**src/rtl/sb_pkg.sv**
```systemverilog
// Shared constants and payload type for the writeback arbiter / scoreboard slice.
package sb_pkg;

    localparam int unsigned REG_ADDR_W  = 5;
    localparam int unsigned NUM_REGS    = 32;
    localparam int unsigned DEF_NUM_REQ = 3;
    localparam int unsigned DEF_XLEN    = 32;

    typedef struct packed {
        logic [REG_ADDR_W-1:0] rd;
        logic [DEF_XLEN-1:0]   data;
    } wb_req_t;

endpackage

```
**src/rtl/wb_arbiter.sv**
```systemverilog
// One-hot grant over the writeback requesters.
// Fixed priority (index 0 highest) by default; round-robin when RR_ARB_EN is defined.
module wb_arbiter #(
    parameter int unsigned NUM_REQ = 3
) (
`ifdef RR_ARB_EN
    input  logic               clk,
    input  logic               rst,
`endif
    input  logic [NUM_REQ-1:0] req,
    output logic [NUM_REQ-1:0] grant
);

    localparam int unsigned IDX_W = (NUM_REQ > 1) ? $clog2(NUM_REQ) : 1;

`ifdef RR_ARB_EN
    logic [IDX_W-1:0] ptr;
    logic [IDX_W-1:0] idx;
    logic [IDX_W-1:0] win;
    logic             found;

    // Search starts at the pointer and wraps around.
    always_comb begin
        grant = '0;
        idx   = '0;
        win   = '0;
        found = 1'b0;
        for (int unsigned i = 0; i < NUM_REQ; i++) begin
            idx = IDX_W'((32'(ptr) + i) % NUM_REQ);
            if (!found && req[idx]) begin
                found      = 1'b1;
                grant[idx] = 1'b1;
                win        = idx;
            end
        end
    end

    always_ff @(posedge clk) begin
        if (rst) begin
            ptr <= '0;
        end else if (found) begin
            ptr <= (32'(win) == NUM_REQ - 1) ? '0 : win + IDX_W'(1);
        end
    end
`else
    logic found;

    always_comb begin
        grant = '0;
        found = 1'b0;
        for (int unsigned i = 0; i < NUM_REQ; i++) begin
            if (!found && req[i]) begin
                found    = 1'b1;
                grant[i] = 1'b1;
            end
        end
    end
`endif

endmodule

```
**src/rtl/wb_scoreboard_arb.sv**
```systemverilog
// Writeback arbitration onto the single register-file write port plus a busy scoreboard.
// Define RR_ARB_EN for round-robin arbitration instead of fixed priority.
module wb_scoreboard_arb
    import sb_pkg::*;
#(
    parameter int unsigned NUM_REQ = DEF_NUM_REQ,
    parameter int unsigned XLEN    = DEF_XLEN
) (
    input  logic                          clk,
    input  logic                          rst,
    input  logic                          issue_valid,
    input  logic [REG_ADDR_W-1:0]         issue_rs1,
    input  logic [REG_ADDR_W-1:0]         issue_rs2,
    input  logic [REG_ADDR_W-1:0]         issue_rd,
    input  logic                          issue_rd_we,
    output logic                          issue_stall,
    input  logic [NUM_REQ-1:0]            wb_valid,
    input  logic [NUM_REQ*REG_ADDR_W-1:0] wb_rd,
    input  logic [NUM_REQ*XLEN-1:0]       wb_data,
    output logic [NUM_REQ-1:0]            wb_ready,
    output logic                          rf_we,
    output logic [REG_ADDR_W-1:0]         rf_rd_addr,
    output logic [XLEN-1:0]               rf_rd_data,
    output logic                          sb_empty
);

    logic [NUM_REQ-1:0]    grant;
    logic [NUM_REGS-1:0]   busy;
    logic [NUM_REGS-1:0]   busy_next;
    logic [REG_ADDR_W-1:0] sel_rd;
    logic [XLEN-1:0]       sel_data;
    logic                  any_grant;
    logic                  issue_set;

    wb_arbiter #(
        .NUM_REQ (NUM_REQ)
    ) u_arb (
`ifdef RR_ARB_EN
        .clk     (clk),
        .rst     (rst),
`endif
        .req     (wb_valid),
        .grant   (grant)
    );

    assign wb_ready  = rst ? '0 : grant;
    assign any_grant = |wb_ready;

    // Mux the granted source's payload into the output stage.
    always_comb begin
        sel_rd   = '0;
        sel_data = '0;
        for (int unsigned i = 0; i < NUM_REQ; i++) begin
            if (wb_ready[i]) begin
                sel_rd   = wb_rd[i*REG_ADDR_W +: REG_ADDR_W];
                sel_data = wb_data[i*XLEN +: XLEN];
            end
        end
    end

    assign issue_stall = issue_valid &
                         (busy[issue_rs1] | busy[issue_rs2] | (issue_rd_we & busy[issue_rd]));
    assign issue_set   = issue_valid & ~issue_stall & issue_rd_we & (issue_rd != '0);
    assign sb_empty    = ~|busy;

    // Clear on the committed write, then set from issue so a same-cycle set wins.
    always_comb begin
        busy_next = busy;
        if (rf_we) begin
            busy_next[rf_rd_addr] = 1'b0;
        end
        if (issue_set) begin
            busy_next[issue_rd] = 1'b1;
        end
        busy_next[0] = 1'b0;
    end

    always_ff @(posedge clk) begin
        if (rst) begin
            busy       <= '0;
            rf_we      <= 1'b0;
            rf_rd_addr <= '0;
            rf_rd_data <= '0;
        end else begin
            busy  <= busy_next;
            rf_we <= any_grant & (sel_rd != '0);
            if (any_grant) begin
                rf_rd_addr <= sel_rd;
                rf_rd_data <= sel_data;
            end
        end
    end

endmodule
```
**config.mk**
```make
export PLATFORM = sky130hd
export DESIGN_NAME = wb_scoreboard_arb
export DESIGN_NICKNAME = d
export VERILOG_FILES = /design/src/rtl/sb_pkg.sv /design/src/rtl/wb_arbiter.sv /design/src/rtl/wb_scoreboard_arb.sv
export SDC_FILE = /design/constraint.sdc
export NUM_CORES = 1
export LEC_CHECK = 0
export CORE_UTILIZATION = 44
export DETAILED_ROUTE_END_ITERATION = 10
export PLACE_DENSITY = 0.81
export SKIP_LAST_GASP = 1
export SLEW_MARGIN = 25
export SYNTH_ARGS = -nofsm -noshare
export SYNTH_HDL_FRONTEND = slang
export SYNTH_SLANG_ARGS = --single-unit
```
**constraint.sdc**
```tcl
create_clock -name clk -period 2.95 [get_ports clk]
set_clock_uncertainty 0.2 [all_clocks]
set_input_delay 0.295 -clock clk [delete_from_list [all_inputs] [get_ports clk]]
set_output_delay 0.295 -clock clk [all_outputs]
set_load 0.01 [all_outputs]
```
==> flow_summary_export.csv <==
group,metric,value,unit
timing,worst_slew_pin_slew,0.684,ns
logic_synthesis,postSynthAreaPerCell,8.18,um^2
detailed_routing,antenna_left,0,
logic_synthesis,synthMuxAreaShare,12.0,%
logic_synthesis,ys_types,40,
detailed_routing,drt-total-wl,17.6,mm
timing,fin_tns_setup,0,ns
logic_synthesis,synthTopCellsByArea,"dfxtp_1 (31%), nor3b_1 (6.7%), mux4_2 (6.6%)",
clock_tree,cts_tree,"done",
power,irDropWorstVdd,0.213,mV
critical_path,startpoint,"busy[19]$_SDFF_PP0_",
critical_path,start_kind,"register",
global_routing,grt_pass1_wl,27.5,mm
power,power_leakage,2.54,nW
logic_synthesis,synthArstFlopShare,0,%
detailed_routing,drt_iter0_drc,430,
clock_tree,post-cts-setup-buffer-count,0,
power,p_per_area,369,nW/um^2
finish,drive_gt1_share,14.9,%
finish,num_antenna_cells,0,
min_path,worstHoldStart,"rst",
logic_synthesis,synth_xor_area_share,0,%
logic_synthesis,yosysTopAreaCell,"dfxtp_1",
logic_synthesis,yosys-top-cells-count,"nor2_1 (71), dfxtp_1 (69), clkbuf_1 (47), nor3b_1 (40), a21oi_1 (38)",
critical_path,reg2reg_depth,6,
logic_synthesis,synth_compound_area_share,21.7,%
critical_path,cp.required,2.46,ns
finish,syn_to_final_growth,54.0,%
logic_synthesis,synth-seq-cells,69,
timing,holdWs,0.0708,ns
timing,slew_headroom,54.3,%
clock_tree,clk_pin_slew,0.08,ns
logic_synthesis,synth_top_family_by_area,"simple AND/OR/NAND/NOR gates",
logic_synthesis,synthAdderAreaFrac,0,%
finish,layout.nets,868,
die,chipWidth,103,um
critical_path,worstPathArrival,2.36,ns
detailed_routing,wl_per_cell,20.2,um
placement,numPortBuffers,175,
power,finalPower,2.54,mW
global_routing,grt_max_degree,66,
die,die_area,10600,um^2
logic_synthesis,ys_dominant_reg_cell,"dfxtp_1",
critical_path,crit_path_end_kind,"output pin",
placement,dp_cells,857,
die,io-pin-count,176,
detailed_routing,via_count,5360,
logic_synthesis,synth_top_area_share,30.9,%
clock_tree,cts_buffers,9,
placement,place_hpwl,13.2,mm
run,cap_violations,0,
logic_synthesis,synth_enable_flop_cells,0,
clock_tree,cts_sinks,69,
detailed_routing,viasPerCell,6.14,
min_path,min_path_cells,2,
finish,seqCellArea,1380,um^2
detailed_routing,drc_errors,0,
placement,place_congestion,1.08,
critical_path,rr_startpoint,"busy[19]$_SDFF_PP0_",
min_path,hold_class,"in2reg",
timing,hold_violations,0,
timing,maxSlewViolCount,0,
logic_synthesis,synth.most_common_cell,"nor2_1",
critical_path,crit_path_max_fanout,2,
finish,finalCoreUtilization,70.0,%
timing,setup_viol,0,
clock_tree,ctsRootBufferMaster,"clkbuf_8",
critical_path,crit_type,"reg2out",
logic_synthesis,syn_area,4470,um^2
die,rows,36,
finish,final.fill_count,814,
global_routing,track_usage,34.6,%
finish,multiInputGateArea,2880,um^2
timing,fin_crit_sh,96.7,%
finish,instances_no_fill,873,
logic_synthesis,synth_seq_area_share,30.9,%
logic_synthesis,syn-instance-count,546,
clock_tree,htree_levels,3,
logic_synthesis,syn-num-nets,679,
clock_tree,cts_max_path_buffers,2,
detailed_routing,dr.pass1.iters,7,
logic_synthesis,yosys_warnings,0,
clock_tree,clk_latency,0.35,ns
die,start_util,45.5,%
global_routing,antenna_found_initial,0,
global_routing,gr-total-overflow,0,
timing,rsz0062_at_grt,"no",
timing,fmax,0.351,GHz
global_routing,grt_pass1_vias,5292,
logic_synthesis,synthSimpleGateAreaFrac,30.2,%
die,core_area,9820,um^2
timing,fin_crit,2.85,ns
status,outcome,"completed",
die,fp.dieH,103,um
## per-stage QoR
step / instance area (um^2) / worst slack [ns]
floorplan: 4470 / 0.287
global placement: 6620 / -0.603
detailed placement: 6620 / -0.623
CTS: 6850 / 0.0686
global route: 6880 / 0.0103
finish: 6880 / 0.0980
## cells in the final DEF (no fill, tap or decap), drive strengths merged, types with 26 or more instances in the layout
master / instances
a21oi: 38
buf: 61
a221oi: 32
o21ai: 36
nor2: 71
dfxtp: 69
clkdlybuf4s50: 163
nand3b: 26
nor3b: 40
nand2: 31
## what timing repair did
| action | CTS | global route |
|---|---|---|
| endpoints found under the setup margin | 2 | 1 |
| gates resized for setup | 11 | 9 |
| pin swaps | 0 | 2 |
| cloned | 0 | 0 |
| hold buffers | 0 | 0 |
## area by class of cell
| cell class | instances | area share (%) |
|---|---|---|
| timing repair buffer | 232 | 32.0 |
| tap | 133 | 2.42 |
| multi-input combinational | 420 | 41.9 |
| sequential | 69 | 20.1 |
| inverter | 3 | 0.164 |
| clock buffer | 9 | 1.80 |
| clock inverter | 7 | 1.66 |
## flip-flops by register name, indices dropped and copies added, names as in the netlist
register / flops
rf_rd_addr: 5
rf_rd_data: 32
busy: 31
rf_we: 1
## cells by family (layout without fill, tap and decap cells)
family | count (synthesis) | in the layout
AO/OA/AOI/OAI | 141 | 141
buffers and inverters | 57 | 251
flip-flops | 69 | 69
multiplexers | 37 | 37
AND/OR/NAND/NOR | 242 | 242
## power by group
group	internal (mW)	switching [mW]
Combinational	0.343	0.267
Sequential	0.968	0.0283
Clock	0.559	0.377
Total	1.87	0.672
## worst max-delay path, stage by stage, from the launching register on
cell      delay [ns]
dfxtp_2         0.34
mux4_2          0.45
mux4_2          0.46
nand2b_1        0.15
a31o_2          0.28
o21a_1          0.17
buf_4           0.14
## path summary, 6_finish.rpt
path	end	slack, ns
max	issue_stall	0.1
min	rf_rd_addr[1]$_SDFFE_PP0P_	0.07
max reg2reg	busy[31]$_SDFF_PP0_	0.30
min reg2reg	rf_rd_addr[1]$_SDFFE_PP0P_	0.38
## layer usage
metal  wire, um  track usage, %
met1       6470            39.4
met2       8350            56.7
met3       1910            11.3
met4        911            20.8
met5          0               0
No activity file was read; power rests on OpenSTA's default activity.
